==> config.mk <==
export PLATFORM = sky130hd
export DESIGN_NAME = isp_frame_loader_flat
export DESIGN_NICKNAME = d
export VERILOG_FILES = /design/src/rtl/isp_frame_loader_if.sv /design/src/rtl/isp_frame_loader.sv /design/src/flat_wrapper.sv
export SDC_FILE = /design/constraint.sdc
export NUM_CORES = 1
export LEC_CHECK = 0
export ABC_CLOCK_PERIOD_IN_PS = 6280
export CAP_MARGIN = 20
export CORE_MARGIN = 2
export CORE_UTILIZATION = 55
export CTS_BUF_LIST = sky130_fd_sc_hd__clkbuf_8 sky130_fd_sc_hd__clkbuf_16
export DETAILED_ROUTE_END_ITERATION = 10
export PLACE_DENSITY = 0.78
export SYNTH_ARGS = -nofsm -noshare
export SYNTH_HDL_FRONTEND = slang
export SYNTH_SLANG_ARGS = --single-unit
export TNS_END_PERCENT = 50
==> constraint.sdc <==
create_clock -name HCLK -period 6.28 [get_ports HCLK]
set_clock_uncertainty 0.1 [all_clocks]
set_input_delay 0.628 -clock HCLK [delete_from_list [all_inputs] [get_ports HCLK]]
set_output_delay 0.628 -clock HCLK [all_outputs]
set_load 0.05 [all_outputs]
==> src/rtl/isp_frame_loader_if.sv <==
// Loader bus: UART receive side (EN, RXDATA, RX_FLAG_P), program memory write
// port (WRITE, WRADDR, WRDATA), CPU reset and loader status.
// The master drives the receive side; the slave is the loader itself.
interface isp_frame_loader_if;
  logic        EN;
  logic [7:0]  RXDATA;
  logic        RX_FLAG_P;
  logic        CORE_RESETn;
  logic        WRITE;
  logic [15:0] WRADDR;
  logic [31:0] WRDATA;
  logic        BUSY;
  logic        DONE;
  logic        ERR;

  modport master (
    output EN, RXDATA, RX_FLAG_P,
    input  CORE_RESETn, WRITE, WRADDR, WRDATA, BUSY, DONE, ERR
  );

  modport slave (
    input  EN, RXDATA, RX_FLAG_P,
    output CORE_RESETn, WRITE, WRADDR, WRDATA, BUSY, DONE, ERR
  );
endinterface

==> src/rtl/isp_frame_loader.sv <==
// In-system-programming frame loader.
// Parses 0xA5, LEN_H, LEN_L, 4*N little-endian data bytes [, checksum] from
// the UART byte stream, writes 32-bit words to program memory and keeps the
// CPU in reset while the loader owns the memory port.
// Optional feature macro: ISP_CSUM_EN (adds a trailing modulo-256 checksum
// byte; without it DONE follows the last word write).
module isp_frame_loader #(
  parameter logic [15:0] BASE_ADDR   = 16'h0000,
  parameter int unsigned MAX_WORDS   = 1024,
  parameter logic [23:0] TIMEOUT_CYC = 24'd500000
) (
  input logic               HCLK,
  input logic               HRESETn,
  isp_frame_loader_if.slave bus
);

  localparam logic [7:0]  SYNC_BYTE = 8'hA5;
  localparam logic [16:0] MAX_LEN   = 17'(MAX_WORDS);

  typedef enum logic [2:0] {
    ST_IDLE  = 3'd0,
    ST_LENH  = 3'd1,
    ST_LENL  = 3'd2,
    ST_DATA  = 3'd3,
`ifdef ISP_CSUM_EN
    ST_CSUM  = 3'd4,
`endif
    ST_DONE  = 3'd5,
    ST_ERROR = 3'd6
  } state_t;

  // States in which a frame is in progress (BUSY, timeout counter running).
  function automatic logic is_active(input state_t s);
    case (s)
      ST_LENH, ST_LENL, ST_DATA: is_active = 1'b1;
`ifdef ISP_CSUM_EN
      ST_CSUM:                   is_active = 1'b1;
`endif
      default:                   is_active = 1'b0;
    endcase
  endfunction

`ifdef ISP_CSUM_EN
  // Modulo-256 running sum of data bytes.
  function automatic logic [7:0] csum_add(input logic [7:0] acc, input logic [7:0] b);
    csum_add = acc + b;
  endfunction
`endif

  state_t      state_r, state_nx_s;
  logic        sync_s, lenh_s, len_load_s, data_byte_s, word_full_s;
  logic        fin_ok_s, fin_err_s, abort_s, tmo_hit_s, len_bad_s;
  logic        active_s, busy_nx_s;
  logic [15:0] len_s;

  logic [7:0]  len_h_r;
  logic [15:0] word_cnt_r;
  logic [1:0]  byte_cnt_r;
  logic [23:0] word_buf_r;
  logic [31:0] wrdata_r;
  logic        write_r;
  logic [15:0] wraddr_r;
  logic        busy_r, done_r, err_r, core_resetn_r;
  logic [23:0] tmo_cnt_r;
`ifdef ISP_CSUM_EN
  logic [7:0]  csum_r;
`endif

  assign len_s     = {len_h_r, bus.RXDATA};
  assign len_bad_s = (len_s == 16'd0) || ({1'b0, len_s} > MAX_LEN);
  assign tmo_hit_s = (tmo_cnt_r >= TIMEOUT_CYC);
  // Dropping EN or a stalled sender ends the frame without further writes.
  assign abort_s   = !bus.EN || tmo_hit_s;
  assign active_s  = is_active(state_r);
  assign busy_nx_s = is_active(state_nx_s);

  // FSM state register.
  always_ff @(posedge HCLK or negedge HRESETn) begin
    if (!HRESETn) begin
      state_r <= ST_IDLE;
    end else begin
      state_r <= state_nx_s;
    end
  end

  // Next-state decode and per-cycle datapath strobes.
  always_comb begin
    state_nx_s  = state_r;
    sync_s      = 1'b0;
    lenh_s      = 1'b0;
    len_load_s  = 1'b0;
    data_byte_s = 1'b0;
    word_full_s = 1'b0;
    fin_ok_s    = 1'b0;
    fin_err_s   = 1'b0;
    case (state_r)
      ST_IDLE: begin
        if (bus.EN && bus.RX_FLAG_P && (bus.RXDATA == SYNC_BYTE)) begin
          state_nx_s = ST_LENH;
          sync_s     = 1'b1;
        end else begin
          state_nx_s = ST_IDLE;
        end
      end
      ST_LENH: begin
        if (abort_s) begin
          state_nx_s = ST_ERROR;
          fin_err_s  = 1'b1;
        end else if (bus.RX_FLAG_P) begin
          state_nx_s = ST_LENL;
          lenh_s     = 1'b1;
        end else begin
          state_nx_s = ST_LENH;
        end
      end
      ST_LENL: begin
        if (abort_s) begin
          state_nx_s = ST_ERROR;
          fin_err_s  = 1'b1;
        end else if (bus.RX_FLAG_P) begin
          if (len_bad_s) begin
            state_nx_s = ST_ERROR;
            fin_err_s  = 1'b1;
          end else begin
            state_nx_s = ST_DATA;
            len_load_s = 1'b1;
          end
        end else begin
          state_nx_s = ST_LENL;
        end
      end
      ST_DATA: begin
        if (abort_s) begin
          state_nx_s = ST_ERROR;
          fin_err_s  = 1'b1;
        end else if (write_r && (word_cnt_r == 16'd1)) begin
`ifdef ISP_CSUM_EN
          state_nx_s = ST_CSUM;
`else
          state_nx_s = ST_DONE;
          fin_ok_s   = 1'b1;
`endif
        end else if (bus.RX_FLAG_P) begin
          state_nx_s  = ST_DATA;
          data_byte_s = 1'b1;
          word_full_s = (byte_cnt_r == 2'd3);
        end else begin
          state_nx_s = ST_DATA;
        end
      end
`ifdef ISP_CSUM_EN
      ST_CSUM: begin
        if (abort_s) begin
          state_nx_s = ST_ERROR;
          fin_err_s  = 1'b1;
        end else if (bus.RX_FLAG_P) begin
          if (bus.RXDATA == csum_r) begin
            state_nx_s = ST_DONE;
            fin_ok_s   = 1'b1;
          end else begin
            state_nx_s = ST_ERROR;
            fin_err_s  = 1'b1;
          end
        end else begin
          state_nx_s = ST_CSUM;
        end
      end
`endif
      ST_DONE:  state_nx_s = ST_IDLE;
      ST_ERROR: state_nx_s = ST_IDLE;
      default:  state_nx_s = ST_IDLE;
    endcase
  end

  // Word assembly and the one-cycle memory write; address advances after the write.
  always_ff @(posedge HCLK or negedge HRESETn) begin
    if (!HRESETn) begin
      word_buf_r <= 24'd0;
      wrdata_r   <= 32'd0;
      write_r    <= 1'b0;
      wraddr_r   <= BASE_ADDR;
      byte_cnt_r <= 2'd0;
    end else begin
      write_r <= word_full_s;
      if (word_full_s) begin
        wrdata_r <= {bus.RXDATA, word_buf_r};
      end
      if (data_byte_s && !word_full_s) begin
        word_buf_r <= {bus.RXDATA, word_buf_r[23:8]};
      end
      if (sync_s) begin
        byte_cnt_r <= 2'd0;
      end else if (data_byte_s) begin
        byte_cnt_r <= byte_cnt_r + 2'd1;
      end
      if (sync_s) begin
        wraddr_r <= BASE_ADDR;
      end else if (write_r) begin
        wraddr_r <= wraddr_r + 16'd4;
      end
    end
  end

  // Frame length capture and remaining-word counter.
  always_ff @(posedge HCLK or negedge HRESETn) begin
    if (!HRESETn) begin
      len_h_r    <= 8'd0;
      word_cnt_r <= 16'd0;
    end else begin
      if (lenh_s) begin
        len_h_r <= bus.RXDATA;
      end
      if (len_load_s) begin
        word_cnt_r <= len_s;
      end else if (write_r) begin
        word_cnt_r <= word_cnt_r - 16'd1;
      end
    end
  end

  // Inter-byte idle counter, only counting while a frame is in progress.
  always_ff @(posedge HCLK or negedge HRESETn) begin
    if (!HRESETn) begin
      tmo_cnt_r <= 24'd0;
    end else if (active_s && !bus.RX_FLAG_P) begin
      tmo_cnt_r <= tmo_cnt_r + 24'd1;
    end else begin
      tmo_cnt_r <= 24'd0;
    end
  end

`ifdef ISP_CSUM_EN
  // Running checksum over the data bytes of the current frame.
  always_ff @(posedge HCLK or negedge HRESETn) begin
    if (!HRESETn) begin
      csum_r <= 8'd0;
    end else if (sync_s) begin
      csum_r <= 8'd0;
    end else if (data_byte_s) begin
      csum_r <= csum_add(csum_r, bus.RXDATA);
    end
  end
`endif

  // Status flags: BUSY follows the FSM, DONE/ERR are sticky until the next sync.
  always_ff @(posedge HCLK or negedge HRESETn) begin
    if (!HRESETn) begin
      busy_r        <= 1'b0;
      done_r        <= 1'b0;
      err_r         <= 1'b0;
      core_resetn_r <= 1'b0;
    end else begin
      busy_r        <= busy_nx_s;
      core_resetn_r <= !(bus.EN || busy_r);
      if (sync_s) begin
        done_r <= 1'b0;
        err_r  <= 1'b0;
      end else begin
        if (fin_ok_s) begin
          done_r <= 1'b1;
        end
        if (fin_err_s) begin
          err_r <= 1'b1;
        end
      end
    end
  end

  assign bus.CORE_RESETn = core_resetn_r;
  assign bus.WRITE       = write_r;
  assign bus.WRADDR      = wraddr_r;
  assign bus.WRDATA      = wrdata_r;
  assign bus.BUSY        = busy_r;
  assign bus.DONE        = done_r;
  assign bus.ERR         = err_r;

endmodule

==> src/flat_wrapper.sv <==
// flat-port wrapper written by rule: the top's interface ports become plain ports
module isp_frame_loader_flat 
#(
  parameter logic [15:0] BASE_ADDR   = 16'h0000,
  parameter int unsigned MAX_WORDS   = 1024,
  parameter logic [23:0] TIMEOUT_CYC = 24'd500000
)
  (HCLK, HRESETn, bus_EN, bus_RXDATA, bus_RX_FLAG_P, bus_CORE_RESETn, bus_WRITE, bus_WRADDR, bus_WRDATA, bus_BUSY, bus_DONE, bus_ERR);
  isp_frame_loader_if bus_i ();
  input logic HCLK;
  input logic HRESETn;
  input wire logic [$bits(bus_i.EN)-1:0] bus_EN;
  input wire logic [$bits(bus_i.RXDATA)-1:0] bus_RXDATA;
  input wire logic [$bits(bus_i.RX_FLAG_P)-1:0] bus_RX_FLAG_P;
  output wire logic [$bits(bus_i.CORE_RESETn)-1:0] bus_CORE_RESETn;
  output wire logic [$bits(bus_i.WRITE)-1:0] bus_WRITE;
  output wire logic [$bits(bus_i.WRADDR)-1:0] bus_WRADDR;
  output wire logic [$bits(bus_i.WRDATA)-1:0] bus_WRDATA;
  output wire logic [$bits(bus_i.BUSY)-1:0] bus_BUSY;
  output wire logic [$bits(bus_i.DONE)-1:0] bus_DONE;
  output wire logic [$bits(bus_i.ERR)-1:0] bus_ERR;
  assign bus_i.EN = bus_EN;
  assign bus_i.RXDATA = bus_RXDATA;
  assign bus_i.RX_FLAG_P = bus_RX_FLAG_P;
  assign bus_CORE_RESETn = bus_i.CORE_RESETn;
  assign bus_WRITE = bus_i.WRITE;
  assign bus_WRADDR = bus_i.WRADDR;
  assign bus_WRDATA = bus_i.WRDATA;
  assign bus_BUSY = bus_i.BUSY;
  assign bus_DONE = bus_i.DONE;
  assign bus_ERR = bus_i.ERR;
  isp_frame_loader #(.BASE_ADDR(BASE_ADDR), .MAX_WORDS(MAX_WORDS), .TIMEOUT_CYC(TIMEOUT_CYC)) u_core (.HCLK(HCLK), .HRESETn(HRESETn), .bus(bus_i));
endmodule
==> qor.txt, run 1 <==
Sequential element share of the synthesized area = 55.57%
Run status = completed
Seq cells post-synth = 128
Crit path arrival time = 3330 ps
Area delta synth->final = 21.77%
Height of the die = 106.4 um
FF/Latch Area = 3203 um2
CTS buffer count = 17
# IOs = 65
Hold Path Class = input pin to async pin
Kind of critical path = flip-flop to flip-flop
Post-route setup slack = 3244 ps
Slew HR = 42.50%
P_sw = 0.4298 mW
Flop2flop setup slack = 3240 ps
Leak Pwr = 3.144 nW
First-pass GRT wire length = 19410 um
Core outline area = 10230 um2
Crit path max fanout = 32
WL met1 = 5161 um
First-pass DRT Iterations = 4
Clock Latency Late Sink = 520 ps
FMAX = 0.3294 GHz
CP max stage cell = nand3_2
Multi-input gate area = 2402 um2
GP Congestion = 0.8356
Clk buf depth = 2
Crit end category = flip-flop
Top-count cell post-synth = dfrtp_1
Sw frac = 23.53%
PostCTS Resize Cnt = 0
Logic pwr share = 4.1%
Max cap viols = 0
Top cell family by delay on the critical path = simple AND/OR/NAND/NOR gates
ANT cells = 0
Sequential share of power = 45.8%
GR Util All Layers = 22.32%
RSZ-0062 raised after global routing = false
Internal power = 1.397 mW
Setup violators final = 0
Post-route total power = 1.827 mW
DP Worst Slack = 2733 ps
WL final = 11580 um
Reg2reg end = u_core.bus.WRDATA[16]
Full die area = 11320 um2
Clock Pin Slew Worst Setup and Hold Paths = 60 ps
Synth Instances = 472
Synth top area share = 55.57%
Yosys top cell by area = dfrtp_1
Total gr overflow = 0
IO Port Bufs = 62
DR WL met3 = 566 um
Crit path cell chain = o31ai_1 -> a311oi_2 -> nor3_1 -> nand3_2 -> mux2_2
Utilization after layout = 68.61%
Asr flop ratio synth = 100.0%
Final period utilization = 48.35%
DR WL/cell = 16.80 um
Filler Cell Count = 759
Top layer in use = met4
Worst vdd ir = 209.5 uV
Vias per cell = 5.546
TNS Setup = 0 ps
Max Slew Vio Count = 0
Final HPWL DP = 7444 um
Clk root buf = clkbuf_8
Clk pwr share = 50.1%
Syn Area/Cell = 12.21 um2
Die W = 106.4 um
Post-synth cell types = 53
Top post-synthesis cells by area = dfrtp_1 56%, mux2_2 14%, xor2_1 5.0%
R2R Path Start = u_core.tmo_cnt_r[7]
Final worst path period need = 3036 ps
Initial Util = 56.34%
Sink Count = 128
Crit path required time = 6580 ps
Routed length on met2 = 5674 um
Initial antenna violation count = 0
Slew @ Worst Pin = 861.5 ps
H-tree levels = 4
Antenna viol nets, final = 0
Drt first-iter violations = 181
Reg2reg path depth = 5
Via count = 3821
Top_reg_cell synth = dfrtp_1
Vias in the first global route = 3863
Post-synth EDFFs = 0
Top cells by count, synth = 128 x dfrtp_1, 72 x mux2_2, 60 x nor2_1
Power per cell area = 260.2 nW/um2
Slowest stage delay, CP = 740 ps
Largest net degree at the start of global routing = 68
Post-CTS Setup Bufs = 0
Post-CTS Hold Fix Bufs = 0
Crit start category = flip-flop
Cell row count = 37
NumNets Final = 558
Drc violations = 0
Buf/Inv on CP = 0
CTS tree = yes
Mapped cell area = 5764 um2
Layout cell share with drive strength beyond 1 = 22.06%
Final Hold Viols = 0
Yosys warns = 0
[metrics by stage]
stage / cells / cell area (um2) / hold WS, ps
CTS: 689 / 7019 / 92.84
finish: 689 / 7019 / 74.27
global placement: 657 / 6465 / 313.7
detailed placement: 657 / 6465 / 324.5
global route: 689 / 7019 / 125.1
floorplan: 473 / 5768 / 232.4
[cell type report]
| type | instances | area share, % |
|---|---|---|
| Clock buffer | 19 | 6.292 |
| Multi-Input combinational cell | 315 | 34.22 |
| Inverter | 13 | 0.6952 |
| Timing Repair Buffer | 65 | 9.127 |
| Sequential cell | 128 | 45.63 |
| Tap cell | 136 | 2.424 |
| Clock inverter | 13 | 1.604 |
[worst reg2reg max path: cells and delay by family (launching register included)]
kind	cells	cell delay, ps
AND/OR/NAND/NOR	2	1220
AO/OA/AOI/OAI	2	590
multiplexers	1	580
flip-flops	1	430
[worst max path at each step]
| stage | slack [ps] | start | end | cells after the start |
|---|---|---|---|---|
| after floorplan | 3760 | u_core.bus.WRITE | u_core.word_cnt_r[9] | 6 |
| after global placement | 2700 | bus_RXDATA[1] | u_core.word_cnt_r[5] | 6 |
| after detailed placement | 2730 | bus_RXDATA[1] | u_core.word_cnt_r[8] | 6 |
| after CTS | 3260 | u_core.tmo_cnt_r[7] | u_core.bus.WRDATA[16] | 5 |
| after global routing | 3030 | u_core.tmo_cnt_r[7] | u_core.bus.WRDATA[16] | 5 |
| final | 3240 | u_core.tmo_cnt_r[7] | u_core.bus.WRDATA[16] | 5 |
[registers in the layout, summed over array words and instances (netlist names)]
| signal | count |
|---|---|
| u_core.tmo_cnt_r | 24 |
| u_core.bus.ERR | 1 |
| u_core.len_h_r | 8 |
| u_core.state_r | 3 |
| u_core.bus.WRITE | 1 |
| u_core.bus.CORE_RESETn | 1 |
| u_core.word_buf_r | 24 |
| u_core.word_cnt_r | 16 |
| u_core.bus.BUSY | 1 |
| u_core.bus.WRDATA | 32 |
| u_core.bus.DONE | 1 |
| u_core.bus.WRADDR | 14 |
| u_core.byte_cnt_r | 2 |
[metal layers]
layer,track usage (%),vias up
met2,34.80,96
li1,-,1781
met3,6.560,20
met5,0,-
met1,29.79,1924
met4,8.177,0
[power by group through the flow]
| stage | Clock, mW | Sequential [mW] | Combinational, mW |
|---|---|---|---|
| detailed placement | 0 | 0.852 | 0.0761 |
| global placement | 0 | 0.851 | 0.0748 |
| CTS | 0.929 | 0.837 | 0.0765 |
| finish | 0.915 | 0.837 | 0.0751 |
| floorplan | 0 | 0.869 | 0.0173 |
| global route | 0.964 | 0.838 | 0.0822 |
[cell usage in the layout (no fill, tap or decap), types with 4 or more instances in the layout]
master / netlist / routed
clkdlybuf4s50_1: 0 / 61
dfrtp_1: 128 / 128
and3_1: 6 / 6
mux2_2: 72 / 72
xnor2_1: 15 / 15
nor4_1: 8 / 8
o21ai_0: 4 / 4
nand3_1: 12 / 12
ha_1: 6 / 6
clkinvlp_4: 0 / 5
nand4_1: 15 / 15
a21oi_1: 5 / 5
clkbuf_16: 0 / 16
or3_1: 6 / 6
and4_1: 6 / 6
nor2_1: 60 / 60
inv_1: 13 / 14
nand2_1: 20 / 20
xor2_1: 33 / 33
buf_4: 3 / 4
nor3_1: 7 / 7
[logic make-up after synthesis]
group	share of synthesized area, %
buffers and inverters	2.822
AO/OA/AOI/OAI	2.778
other	0.06506
adder cells (fa/ha/maj)	1.302
XOR/XNOR	7.293
AND/OR/NAND/NOR	15.50
multiplexers	14.67
flip-flops	55.57
No activity file was read; power rests on OpenSTA's default activity.
==> inputs of run 2 (changes only) <==
--- a/config.mk
+++ b/config.mk
@@ -5,7 +5,7 @@
 export SDC_FILE = /design/constraint.sdc
 export NUM_CORES = 1
 export LEC_CHECK = 0
-export ABC_CLOCK_PERIOD_IN_PS = 6280
+export ABC_CLOCK_PERIOD_IN_PS = 3100
 export CAP_MARGIN = 20
 export CORE_MARGIN = 2
 export CORE_UTILIZATION = 55
==> constraint.sdc (replaced) <==
create_clock -name HCLK -period 3.1 [get_ports HCLK]
set_clock_uncertainty 0.1 [all_clocks]
set_input_delay 0.31 -clock HCLK [delete_from_list [all_inputs] [get_ports HCLK]]
set_output_delay 0.31 -clock HCLK [all_outputs]
set_load 0.05 [all_outputs]
==> qor.txt, run 2 (synthesis results as in run 1) <==
Slew @ Worst Pin = 823.2 ps
CTS buffer count = 17
P_sw = 0.8577 mW
Max cap viols = 0
WL final = 11900 um
FMAX = 0.3858 GHz
Clk buf depth = 2
Top layer in use = met4
Logic pwr share = 4.0%
Cell row count = 37
# IOs = 65
PostCTS Resize Cnt = 0
Full die area = 11320 um2
Crit path arrival time = 2890 ps
Via count = 3825
Slew HR = 45.12%
Sequential share of power = 43.9%
Crit end category = flip-flop
First-pass GRT wire length = 20150 um
Clk root buf = clkbuf_8
Crit start category = flip-flop
Final period utilization = 83.62%
Die W = 106.4 um
Clock Pin Slew Worst Setup and Hold Paths = 60 ps
Vias in the first global route = 4113
Sw frac = 22.22%
NumNets Final = 564
H-tree levels = 4
Clock Latency Late Sink = 520 ps
Run status = completed
Setup violators final = 0
Layout cell share with drive strength beyond 1 = 22.76%
Leak Pwr = 3.219 nW
Max Slew Vio Count = 0
DR WL/cell = 17.15 um
Largest register FFs = 32
Internal power = 3.001 mW
DR WL met3 = 501 um
Utilization after layout = 69.76%
Crit path required time = 3400 ps
Core outline area = 10230 um2
Kind of critical path = flip-flop to flip-flop
First-pass DRT Iterations = 4
Vias per cell = 5.512
CTS tree = yes
RSZ-0062 raised after global routing = false
Commonest non-fill, non-tap cell in the layout = dfrtp_1
Largest net degree at the start of global routing = 60
Post-route design area = 7137 um2
Post-CTS Hold Fix Bufs = 1
Total gr overflow = 0
Power per cell area = 540.7 nW/um2
Antenna viol nets, final = 0
Drc violations = 0
Drt first-iter violations = 199
Post-route setup slack = 507.9 ps
Hold Path Class = input pin to async pin
Clk pwr share = 52.0%
Routed length on met2 = 5974 um
GP Congestion = 0.8314
Final HPWL DP = 7655 um
DP Area = 6528 um2
Initial antenna violation count = 0
Final worst path period need = 2592 ps
ANT cells = 0
TNS Setup = 0 ps
Area delta synth->final = 23.81%
Worst vdd ir = 601.6 uV
Height of the die = 106.4 um
Final Hold Viols = 0
GR Util All Layers = 22.98%
Initial Util = 56.34%
DP Worst Slack = 299.2 ps
Post-CTS Setup Bufs = 0
IO Port Bufs = 62
WL met1 = 5274 um
Crit path max fanout = 24
Most frequent cells in the layout = 128 x dfrtp_1, 72 x mux2_2, 61 x clkdlybuf4s50_1
Sink Count = 128
## run 2: metal layers
metal / up-vias / GRT usage (%)
li1: 1784 / -
met1: 1949 / 30.12
met2: 75 / 36.90
met3: 17 / 5.947
met4: 0 / 8.741
met5: - / 0
## run 2: power groups by stage
stage                     clock, mW  combinational, mW  sequential, mW
after detailed placement          0              0.157            1.72
after global routing           2.11              0.171            1.70
final                          2.01              0.156            1.70
after floorplan                   0             0.0351            1.76
after global placement            0              0.154            1.72
after CTS                      2.04              0.159            1.70
## run 2: layout make-up
cell class	count	area [um2]
clock buffer	19	441.7
sequential	128	3203
inverter	13	48.80
multi-input combinational	315	2402
tap	136	170.2
timing repair buffer	71	713.2
fill	711	3094
clock inverter	12	157.7
## run 2: path summary, 6_finish.rpt
path                                startpoint                     end  slack [ps]  depth (start not counted)
setup / recovery           u_core.tmo_cnt_r[7]    u_core.word_buf_r[6]         510                          6
setup reg to reg           u_core.tmo_cnt_r[7]    u_core.word_buf_r[6]         510                          6
max in group asynchronous              HRESETn   u_core.word_cnt_r[12]        1830                          3
min in group HCLK              u_core.bus.BUSY  u_core.bus.CORE_RESETn         350                          1
hold / removal                         HRESETn     u_core.tmo_cnt_r[3]         300                          2
hold reg to reg                u_core.bus.BUSY  u_core.bus.CORE_RESETn         350                          1
## run 2: per-stage QoR
| stage | power (mW) | cells | hold slack, ps |
|---|---|---|---|
| 2_1_floorplan | 1.795 | 473 | -85.59 |
| 3_3_place_gp | 1.878 | 662 | 327.2 |
| 3_5_place_dp | 1.882 | 662 | 326.5 |
| 4_1_cts | 3.892 | 694 | 324.9 |
| 5_1_grt | 3.981 | 694 | 373.0 |
| 6_report | 3.859 | 694 | 299.7 |
## run 2: critical path: stages (launching register included)
cell and delay (ps):
dfrtp_1 450, o31ai_1 330, a311oi_2 270, or3_4 480
nor3_4 110, buf_4 340, mux2_2 390
==> inputs of run 3 (changes only) <==
--- a/config.mk
+++ b/config.mk
@@ -5,7 +5,7 @@
 export SDC_FILE = /design/constraint.sdc
 export NUM_CORES = 1
 export LEC_CHECK = 0
-export ABC_CLOCK_PERIOD_IN_PS = 3100
+export ABC_CLOCK_PERIOD_IN_PS = 2550
 export CAP_MARGIN = 20
 export CORE_MARGIN = 2
 export CORE_UTILIZATION = 55
==> constraint.sdc (replaced) <==
create_clock -name HCLK -period 2.55 [get_ports HCLK]
set_clock_uncertainty 0.1 [all_clocks]
set_input_delay 0.255 -clock HCLK [delete_from_list [all_inputs] [get_ports HCLK]]
set_output_delay 0.255 -clock HCLK [all_outputs]
set_load 0.05 [all_outputs]
==> qor.txt, run 3 (synthesis results as in run 1) <==
Max cap viols = 0
# IOs = 65
DR WL/cell = 16.55 um
Largest net degree at the start of global routing = 58
Worst vdd ir = 596.6 uV
Clk root buf = clkbuf_8
CTS buffer count = 17
DP Area = 6663 um2
Setup violators final = 0
Clock Latency Late Sink = 520 ps
Layout cell share with drive strength beyond 1 = 24.30%
Crit start category = flip-flop
Slew @ Worst Pin = 826.7 ps
Initial antenna violation count = 0
Clock Pin Slew Worst Setup and Hold Paths = 60 ps
Drc violations = 0
PostCTS Resize Cnt = 0
Run status = completed
Die W = 106.4 um
Final period utilization = 92.28%
Clk buf depth = 2
Kind of critical path = flip-flop to flip-flop
Filler Cell Count = 704
Reg2reg path depth = 6
Crit path required time = 2860 ps
Commonest non-fill, non-tap cell in the layout = dfrtp_1
Vias in the first global route = 4062
Via count = 3900
Power per cell area = 653.6 nW/um2
IO Port Bufs = 62
GRT met3 Usage = 5.334%
FF/Latch Area = 3203 um2
Final HPWL DP = 7688 um
Slowest stage delay, CP = 430 ps
First-pass DRT Iterations = 5
TNS Setup = 0 ps
Sink Count = 128
First-pass GRT wire length = 19930 um
Hold Path Class = input pin to async pin
Height of the die = 106.4 um
Multi-input gate area = 2402 um2
Area delta synth->final = 26.48%
Max Slew Vio Count = 0
FMAX = 0.4249 GHz
Crit path arrival time = 2660 ps
Cell row count = 37
Crit path cell chain = nor4_1 -> nand3b_1 -> or3_4 -> nor3_4 -> buf_12 -> mux2_2
Vias per cell = 5.508
Top cell family by delay on the critical path = simple AND/OR/NAND/NOR gates
WL final = 11720 um
Met2 usage = 36.68%
Total gr overflow = 0
NumNets Final = 577
Final worst path period need = 2353 ps
RSZ-0062 raised after global routing = false
GR peak layer = met2
Crit end category = flip-flop
GR Util All Layers = 22.84%
Most frequent cells in the layout = 128 x dfrtp_1, 72 x mux2_2, 61 x clkdlybuf4s50_1
H-tree levels = 4
Number of cells on the critical path = 6
Core outline area = 10230 um2
Initial Util = 56.34%
ANT cells = 0
Post-route design area = 7291 um2
Final Hold Viols = 0
M1 GR Usage = 29.38%
CP max stage cell = or3_4
GP Congestion = 0.8604
Slew HR = 44.88%
Leak Pwr = 3.293 nW
Buf/Inv on CP = 1
CTS tree = yes
Antenna viol nets, final = 0
Full die area = 11320 um2
Crit path max fanout = 24
Drt first-iter violations = 208
Largest register FFs = 32
## run 3: report_power, final
group	internal [mW]	switching [mW]
sequential	2.05	0.0144
clock	1.61	0.893
combinational	0.0648	0.135
total	3.72	1.04
## run 3: cell type report
cell class | count | share of cell area [%]
Clock inverter | 14 | 2.609
Tap cell | 136 | 2.334
Multi-Input combinational cell | 315 | 32.95
Clock buffer | 18 | 5.869
Sequential cell | 128 | 43.93
Inverter | 13 | 0.6693
Timing Repair Buffer | 84 | 11.64
## run 3: layer usage
layer  vias to the layer above  part of all wire [%]
met5                         -                     0
met4                         0                   2.2
met3                        20                   4.4
met2                       104                    50
met1                      1964                    43
li1                       1812                     -
## run 3: metrics by stage
stage | util, % | instances | total power, mW | hold WS, ps | setup slack [ps]
floorplan | - | 473 | 2.182 | -140.6 | 34.64
global placement | 65.12 | 675 | 2.293 | 160.9 | 114.5
detailed placement | 65.12 | 675 | 2.297 | 164.4 | 66.54
CTS | 71.26 | 708 | 4.813 | 187.7 | 218.8
global route | 71.26 | 708 | 4.916 | 245.9 | 113.3
finish | 71.26 | 708 | 4.765 | 178.4 | 196.8
## run 3: final timing paths
kind | start | end | slack (ps)
hold reg to reg | u_core.bus.BUSY | u_core.bus.CORE_RESETn | 350
hold / removal | HRESETn | u_core.word_buf_r[1] | 180
setup reg to reg | u_core.tmo_cnt_r[22] | u_core.word_buf_r[1] | 200
min in group HCLK | bus_EN | u_core.bus.CORE_RESETn | 290
max in group asynchronous | HRESETn | u_core.word_buf_r[3] | 1380
setup / recovery | u_core.tmo_cnt_r[22] | u_core.word_buf_r[1] | 200
## run 3: what timing repair did
item                                    4_1_cts  5_1_grt
endpoints found under the setup margin        0        0
endpoints found under the hold margin        39        0
hold buffers                                  1        0
setup buffers                                 0        0
